--- config.mk ---
export PLATFORM = sky130hd
export DESIGN_NAME = multi_tone_synth_flat
export DESIGN_NICKNAME = d
export VERILOG_FILES = /design/src/rtl/multi_tone_synth_pkg.sv /design/src/rtl/multi_tone_synth_if.sv /design/src/rtl/multi_tone_synth_channel.sv /design/src/rtl/multi_tone_synth.sv /design/src/flat_wrapper.sv
export SDC_FILE = /design/constraint.sdc
export NUM_CORES = 1
export LEC_CHECK = 0
export BUFFER_PORTS_ARGS = -buffer_cell sky130_fd_sc_hd__buf_4
export CAP_MARGIN = 20
export CELL_PAD_IN_SITES_DETAIL_PLACEMENT = 0
export CELL_PAD_IN_SITES_GLOBAL_PLACEMENT = 1
export CORE_ASPECT_RATIO = 0.7
export CORE_MARGIN = 8
export CORE_UTILIZATION = 52
export DETAILED_ROUTE_END_ITERATION = 8
export PLACE_DENSITY = 0.95
export SLEW_MARGIN = 20
export SYNTH_ARGS = -nofsm -noshare
export SYNTH_HDL_FRONTEND = slang
export SYNTH_SLANG_ARGS = --single-unit
--- constraint.sdc ---
create_clock -name synth_clk -period 7.88 [get_ports synth_clk]
set_clock_uncertainty 0.15 [all_clocks]
set_input_delay 1.182 -clock synth_clk [delete_from_list [all_inputs] [get_ports synth_clk]]
set_output_delay 1.182 -clock synth_clk [all_outputs]
set_load 0.03 [all_outputs]
--- src/rtl/multi_tone_synth_pkg.sv ---
// Shared definitions for the multi-channel tone synthesizer.
//   mode_e     : waveform select encodings (reserved code behaves as square)
//   LFSR_SEED  : noise generator reset value, non-zero so the LFSR never locks up
//   lfsr_next  : one step of the x^15 + x^14 + 1 noise generator
//   wave_bit   : waveform output for a given mode, phase and LFSR state
package multi_tone_synth_pkg;

  typedef enum logic [1:0] {
    MODE_SQUARE  = 2'b00,
    MODE_PULSE25 = 2'b01,
    MODE_NOISE   = 2'b10,
    MODE_RSVD    = 2'b11
  } mode_e;

  localparam logic [14:0] LFSR_SEED   = 15'h7FFF;
  localparam int          LFSR_TAP_HI = 14;
  localparam int          LFSR_TAP_LO = 13;

  function automatic logic [14:0] lfsr_next(input logic [14:0] s);
    return {s[13:0], s[LFSR_TAP_HI] ^ s[LFSR_TAP_LO]};
  endfunction

  // Pulse is high only in the second quarter of the 4-half-period cycle.
  function automatic logic wave_bit(input mode_e m, input logic [1:0] phase,
                                    input logic [14:0] lfsr);
    case (m)
      MODE_PULSE25: return phase == 2'b01;
      MODE_NOISE:   return lfsr[14];
      default:      return phase[0];
    endcase
  endfunction

endpackage

--- src/rtl/multi_tone_synth_if.sv ---
// Configuration write bus from the sequencer to the synthesizer.
//   cfg_we     : one-cycle write strobe, always accepted
//   cfg_ch     : target channel (out-of-range values are ignored by the slave)
//   cfg_hp     : half-period in clock cycles, 0 mutes the channel
//   cfg_mode   : waveform select (see mode_e)
//   cfg_active : channel enable
// master drives the bus, slave receives it.
interface multi_tone_synth_if #(
  parameter int CHANNELS = 4,
  parameter int HP_W     = 10
);
  localparam int CH_W = (CHANNELS > 1) ? $clog2(CHANNELS) : 1;

  logic            cfg_we;
  logic [CH_W-1:0] cfg_ch;
  logic [HP_W-1:0] cfg_hp;
  logic [1:0]      cfg_mode;
  logic            cfg_active;

  modport master (output cfg_we, cfg_ch, cfg_hp, cfg_mode, cfg_active);
  modport slave  (input  cfg_we, cfg_ch, cfg_hp, cfg_mode, cfg_active);
endinterface

--- src/rtl/multi_tone_synth_channel.sv ---
// One tone channel: half-period counter, phase, noise LFSR, retune shadow
// registers and registered waveform output.
//   synth_clk : clock, all state on posedge
//   rst       : synchronous active-high reset
//   wr        : config write addressed to this channel
//   wr_hp     : written half-period (0 = muted)
//   wr_mode   : written waveform mode
//   wr_active : written enable
//   tone      : registered waveform bit
module multi_tone_synth_channel
  import multi_tone_synth_pkg::*;
#(
  parameter int HP_W = 10
) (
  input  logic            synth_clk,
  input  logic            rst,
  input  logic            wr,
  input  logic [HP_W-1:0] wr_hp,
  input  mode_e           wr_mode,
  input  logic            wr_active,
  output logic            tone
);

  logic [HP_W-1:0] hp, ctr, sh_hp, nxt_hp;
  mode_e           mode, sh_mode, nxt_mode;
  logic            active, sh_pend;
  logic [1:0]      phase;
  logic [14:0]     lfsr, nxt_lfsr;
  logic            running, expiry;

  assign running = active && (hp != '0);
  assign expiry  = running && (ctr == hp);

  // Settings for the half-period that starts at an expiry: a write landing on
  // the expiry cycle takes effect at once, otherwise a pending retune does.
  always_comb begin
    // NOTE: every variable gets a default first, so no path can infer a latch.
    nxt_hp   = hp;
    nxt_mode = mode;
    if (wr) begin
      nxt_hp   = wr_hp;
      nxt_mode = wr_mode;
    end else if (sh_pend) begin
      nxt_hp   = sh_hp;
      nxt_mode = sh_mode;
    end
    nxt_lfsr = (nxt_mode == MODE_NOISE) ? lfsr_next(lfsr) : lfsr;
  end

  // NOTE: state updates use non-blocking assignments so every branch reads
  // the pre-edge values, independent of statement order.
  always_ff @(posedge synth_clk) begin
    if (rst) begin
      hp      <= '0;
      mode    <= MODE_SQUARE;
      active  <= 1'b0;
      ctr     <= HP_W'(1);
      phase   <= 2'b00;
      lfsr    <= LFSR_SEED;
      sh_hp   <= '0;
      sh_mode <= MODE_SQUARE;
      sh_pend <= 1'b0;
      tone    <= 1'b0;
    end else if (wr && !wr_active) begin
      // Disable is immediate; the LFSR keeps its state for the next enable.
      active  <= 1'b0;
      hp      <= wr_hp;
      mode    <= wr_mode;
      ctr     <= HP_W'(1);
      phase   <= 2'b00;
      sh_pend <= 1'b0;
      tone    <= 1'b0;
    end else if (wr && !running) begin
      // Idle channel: nothing to protect, load directly and restart counting.
      active  <= 1'b1;
      hp      <= wr_hp;
      mode    <= wr_mode;
      ctr     <= HP_W'(1);
      phase   <= 2'b00;
      sh_pend <= 1'b0;
      tone    <= 1'b0;
    end else if (expiry) begin
      hp      <= nxt_hp;
      mode    <= nxt_mode;
      sh_pend <= 1'b0;
      ctr     <= HP_W'(1);
      lfsr    <= nxt_lfsr;
      if (nxt_hp == '0) begin
        phase <= 2'b00;
        tone  <= 1'b0;
      end else begin
        phase <= phase + 2'd1;
        tone  <= wave_bit(nxt_mode, phase + 2'd1, nxt_lfsr);
      end
    end else if (running) begin
      ctr <= ctr + HP_W'(1);
      // Retune of a running channel waits for the boundary; last write wins.
      if (wr) begin
        sh_hp   <= wr_hp;
        sh_mode <= wr_mode;
        sh_pend <= 1'b1;
      end
    end else begin
      ctr   <= HP_W'(1);
      phase <= 2'b00;
      tone  <= 1'b0;
    end
  end

endmodule

--- src/rtl/multi_tone_synth.sv ---
// Multi-channel tone synthesizer top: config write decode, CHANNELS tone
// channels, popcount mixer and first-order 1-bit sigma-delta output.
//   synth_clk : clock, all state on posedge
//   rst       : synchronous active-high reset
//   cfg       : config write bus (slave)
//   ch_audio  : per-channel waveform bits (registered)
//   mix_out   : number of channels currently high (registered, 1 cycle later)
//   audio     : sigma-delta bitstream with density mix_out/CHANNELS
module multi_tone_synth
  import multi_tone_synth_pkg::*;
#(
  parameter  int CHANNELS = 4,
  parameter  int HP_W     = 10,
  localparam int MIX_W    = $clog2(CHANNELS + 1)
) (
  input  logic                synth_clk,
  input  logic                rst,
  multi_tone_synth_if.slave   cfg,
  output logic [CHANNELS-1:0] ch_audio,
  output logic [MIX_W-1:0]    mix_out,
  output logic                audio
);

  localparam int             CH_W = (CHANNELS > 1) ? $clog2(CHANNELS) : 1;
  localparam logic [MIX_W:0] FULL = (MIX_W + 1)'(CHANNELS);

  // Channel indices with no matching instance simply never get selected,
  // which is how out-of-range writes are dropped.
  for (genvar i = 0; i < CHANNELS; i++) begin : g_ch
    logic sel;
    assign sel = cfg.cfg_we && (cfg.cfg_ch == CH_W'(i));

    multi_tone_synth_channel #(.HP_W(HP_W)) u_ch (
      .synth_clk (synth_clk),
      .rst       (rst),
      .wr        (sel),
      .wr_hp     (cfg.cfg_hp),
      .wr_mode   (mode_e'(cfg.cfg_mode)),
      .wr_active (cfg.cfg_active),
      .tone      (ch_audio[i])
    );
  end

  logic [MIX_W-1:0] pop;
  logic [MIX_W-1:0] acc;
  logic [MIX_W:0]   sum;

  always_comb begin
    pop = '0;
    for (int i = 0; i < CHANNELS; i++) pop = pop + MIX_W'(ch_audio[i]);
  end

  // One extra bit holds acc + mix_out, whose maximum is 2*CHANNELS-1.
  assign sum = {1'b0, acc} + {1'b0, mix_out};

  always_ff @(posedge synth_clk) begin
    if (rst) begin
      mix_out <= '0;
      acc     <= '0;
      audio   <= 1'b0;
    end else begin
      mix_out <= pop;
      if (sum >= FULL) begin
        audio <= 1'b1;
        acc   <= MIX_W'(sum - FULL);
      end else begin
        audio <= 1'b0;
        acc   <= MIX_W'(sum);
      end
    end
  end

endmodule

--- src/flat_wrapper.sv ---
// flat-port wrapper written by rule: the top's interface ports become plain ports
module multi_tone_synth_flat import multi_tone_synth_pkg::*;
#(
  parameter  int CHANNELS = 4,
  parameter  int HP_W     = 10,
  localparam int MIX_W    = $clog2(CHANNELS + 1)
)
  (synth_clk, rst, ch_audio, mix_out, audio, cfg_cfg_we, cfg_cfg_ch, cfg_cfg_hp, cfg_cfg_mode, cfg_cfg_active);
  multi_tone_synth_if #(.CHANNELS(CHANNELS), .HP_W(HP_W)) cfg_i ();
  input  logic synth_clk;
  input  logic rst;
  output logic [CHANNELS-1:0] ch_audio;
  output logic [MIX_W-1:0] mix_out;
  output logic audio;
  input wire logic [$bits(cfg_i.cfg_we)-1:0] cfg_cfg_we;
  input wire logic [$bits(cfg_i.cfg_ch)-1:0] cfg_cfg_ch;
  input wire logic [$bits(cfg_i.cfg_hp)-1:0] cfg_cfg_hp;
  input wire logic [$bits(cfg_i.cfg_mode)-1:0] cfg_cfg_mode;
  input wire logic [$bits(cfg_i.cfg_active)-1:0] cfg_cfg_active;
  assign cfg_i.cfg_we = cfg_cfg_we;
  assign cfg_i.cfg_ch = cfg_cfg_ch;
  assign cfg_i.cfg_hp = cfg_cfg_hp;
  assign cfg_i.cfg_mode = cfg_cfg_mode;
  assign cfg_i.cfg_active = cfg_cfg_active;
  multi_tone_synth #(.CHANNELS(CHANNELS), .HP_W(HP_W)) u_core (.synth_clk(synth_clk), .rst(rst), .cfg(cfg_i), .ch_audio(ch_audio), .mix_out(mix_out), .audio(audio));
endmodule
==> impl_metrics.ini <==
[outcome]
status = finished clean

[place]
dp_slack_ns = 4.01
dp_hpwl_um = 17000
io_buffers = 25
dp_cells = 1456
place.gp.congestion = 0.840

[clock_tree]
clk_pin_slew_worst_paths_ns = 0.06
clock-sinks = 223
ctsHoldBuffers = 0
clock_latency_ns = 0.50
numCtsBuffers = 23
tritoncts = yes
htree_levels = 1
clk_path_buf_depth = 3
post_cts.repair.setup_buffers = 0
ctsResizeCount = 0
cts_root_buffer = clkbuf_16

[critical_path]
cp.arrival_ns = 3.67
rr_worst_depth = 5
start_kind = primary input
critPathKind = primary input to flop
r2r_start = u_core.g_ch[0].u_ch.hp[0]
startpoint = cfg_cfg_ch[1]
crit_path_max_fanout = 15
cp-end-kind = flop
required_ns = 8.16
r2r-end = u_core.g_ch[0].u_ch.lfsr[11]
rrSetupSlack_ns = 4.76

[min_path]
hold_path.class = flop to flop
holdPathEnd = u_core.g_ch[0].u_ch.ctr[0]
min_from = u_core.g_ch[0].u_ch.ctr[0]
holdPathStages = 1

[timing]
fmax_ghz = 0.295
setup-tns-final_ns = 0
finalCriticalPeriod_ns = 3.39
final.setup.worst_slack_ns = 4.49
slew_viol_final = 0
tightest_slew_ns = 1.13
period_share_pct = 43.1
hold_viol = 0
relSlewSlack_pct = 24.4
rsz0062_at_grt = no
setup-violations-final = 0

[synth]
synth_edf_count = 0
seq_area_frac_synth_pct = 40.9
synth.area.top_cells = dfxtp_1, mux2i_1, a21oi_1
postSynthAreaPerCell_sq_um = 8.79
ys_types = 60
yosysMostFrequentCell = dfxtp_1
yosysTopAreaCell = dfxtp_1
synthArstFlopShare_pct = 0
synthTopCellsByCount = dfxtp_1, nor2_1, mux2i_1
syn_nets = 1283
synth_ff_type = dfxtp_1
synthesis.area_sq_mm = 0.0109
yosysWarnings = 0
ys_ff_latch = 223
syn_inst = 1242
synth_top_cell_area_share_pct = 40.9

[routing]
routed_wl_um = 25600
drc = 0
wl_per_cell_um = 17.1
dr.first_iter.drc_count = 781
dr.pass1.iters = 5
via_per_inst = 5.93
vias = 8875
ant_nets = 0

[power_and_ir_drop]
leakagePower_nw = 4.20
ir_drop_mv = 0.124
power_mw = 2.38
p_per_area_mw_per_mm2 = 200

[die]
rows = 44
coreArea_sq_mm = 0.0206
start_util_pct = 52.9
die_w_um = 189
die_h_um = 137
die-area_sq_mm = 0.0260
ioPinCount = 26

[global_route]
grt_max_degree = 82
grt_use_total_pct = 19.2
antenna_found_initial = 0
grt_pass1_wl_um = 42000
grt_overflow = 0
grt_pass1_vias = 8021

[final_layout]
finalCoreUtilization_pct = 57.6
nets = 1246
antenna_cells = 0
syn_to_final_growth_pct = 8.96
layout.cells.non_filler = 1496
n_fill_cell = 1856
layout-drive-gt1-share_pct = 8.93

[job]
cap_viol_max_count = 0
## critical path, cell delays in order
cell and delay [ns]:
buf_4 0.13, nor3b_1 0.67, nor2_1 0.12, a21oi_1 0.26
ha_1 0.21, o21ai_0 0.13, nor3_4 0.69, mux2i_1 0.27
## metal layers
metal / up-vias / global-route usage, % / part of all wire [%] / routed length [um]
met3: 47 / 3.44 / 6.7 / 1720
met5: - / 0 / 0 / 0
li1: 4361 / - / - / -
met4: 0 / 5.11 / 2.5 / 636
met1: 4178 / 27.4 / 48 / 12200
met2: 289 / 29.7 / 43 / 11100
## sequential cells by signal (all words and copies together), names as in the netlist
signal / count
u_core.g_ch.u_ch.mode: 8
u_core.g_ch.u_ch.sh_mode: 8
u_core.g_ch.u_ch.sh_pend: 4
u_core.g_ch.u_ch.hp: 40
u_core.g_ch.u_ch.tone: 4
u_core.g_ch.u_ch.ctr: 40
u_core.mix_out: 3
u_core.g_ch.u_ch.lfsr: 60
u_core.acc: 3
u_core.audio: 1
u_core.g_ch.u_ch.active: 4
u_core.g_ch.u_ch.phase: 8
u_core.g_ch.u_ch.sh_hp: 40
## report_power, final
part,internal (mW),switching [mW]
registers,1.13,0.00560
logic,0.0314,0.0790
clock network,0.694,0.438
## cell type report
type,count,area (sq um),area share [%]
clock buffers,30,632,5.31
well taps,276,345,2.90
clock inverters,10,154,1.29
repair buffers,40,300,2.52
inverters,28,105,0.883
flip-flops and latches,223,4460,37.5
multi-input cells,889,5900,49.6
## per-stage QoR
step	instance area, sq um	hold slack [ns]
finish	11900	0.292
global route	11900	0.330
CTS	11900	0.293
detailed placement	11100	0.280
global placement	11100	0.281
floorplan	10900	0.256
## cell usage in the layout, fill, tap and decap left out, types with 5 or more instances in the layout
master     Yosys  final
mux2i_1      111    111
dfxtp_1      223    223
nor2b_1       10     10
a21oi_1      100    100
o41ai_2        5      5
ha_1          21     21
o221ai_1      23     23
nand3_1       97     97
xor2_1        24     24
or3_1          5      5
o22ai_1        6      6
inv_1         27     27
o21ai_0       58     58
and3_1        12     12
or4_1          8      8
nand4_1       19     19
clkinv_2       0      5
o211ai_1      12     12
nand2_1       69     69
mux2_2        12     12
nor3_1        11     11
buf_4          4     40
and4_1        10     10
nor2_1       132    132
nor4_1        10     10
and2_1        13     13
o31ai_1        5      5
clkbuf_16      0     23
xnor2_1       53     53
## kinds of logic (layout without fill, tap and decap cells)
logic type      count (synthesis)  count (layout)  synth area share (%)
simple gates                  420             420                  19.1
compound gates                246             246                  14.3
buf+inv                       130             108                  5.31
mux                           123             123                  11.4
flops                         223             223                  40.9
xor+xnor                       77              77                  6.18
fa+ha+maj                      23              23                  2.77
## worst max-delay path by stage
stage | endpoint | cells past startpoint
2_1_floorplan | u_core.g_ch[0].u_ch.lfsr[10] | 9
3_3_place_gp | u_core.g_ch[0].u_ch.lfsr[6] | 8
3_5_place_dp | u_core.g_ch[0].u_ch.lfsr[2] | 8
4_1_cts | u_core.g_ch[0].u_ch.lfsr[5] | 8
5_1_grt | u_core.g_ch[0].u_ch.lfsr[13] | 8
6_report | u_core.g_ch[0].u_ch.lfsr[11] | 8
Power figures use the tool's default switching activity.
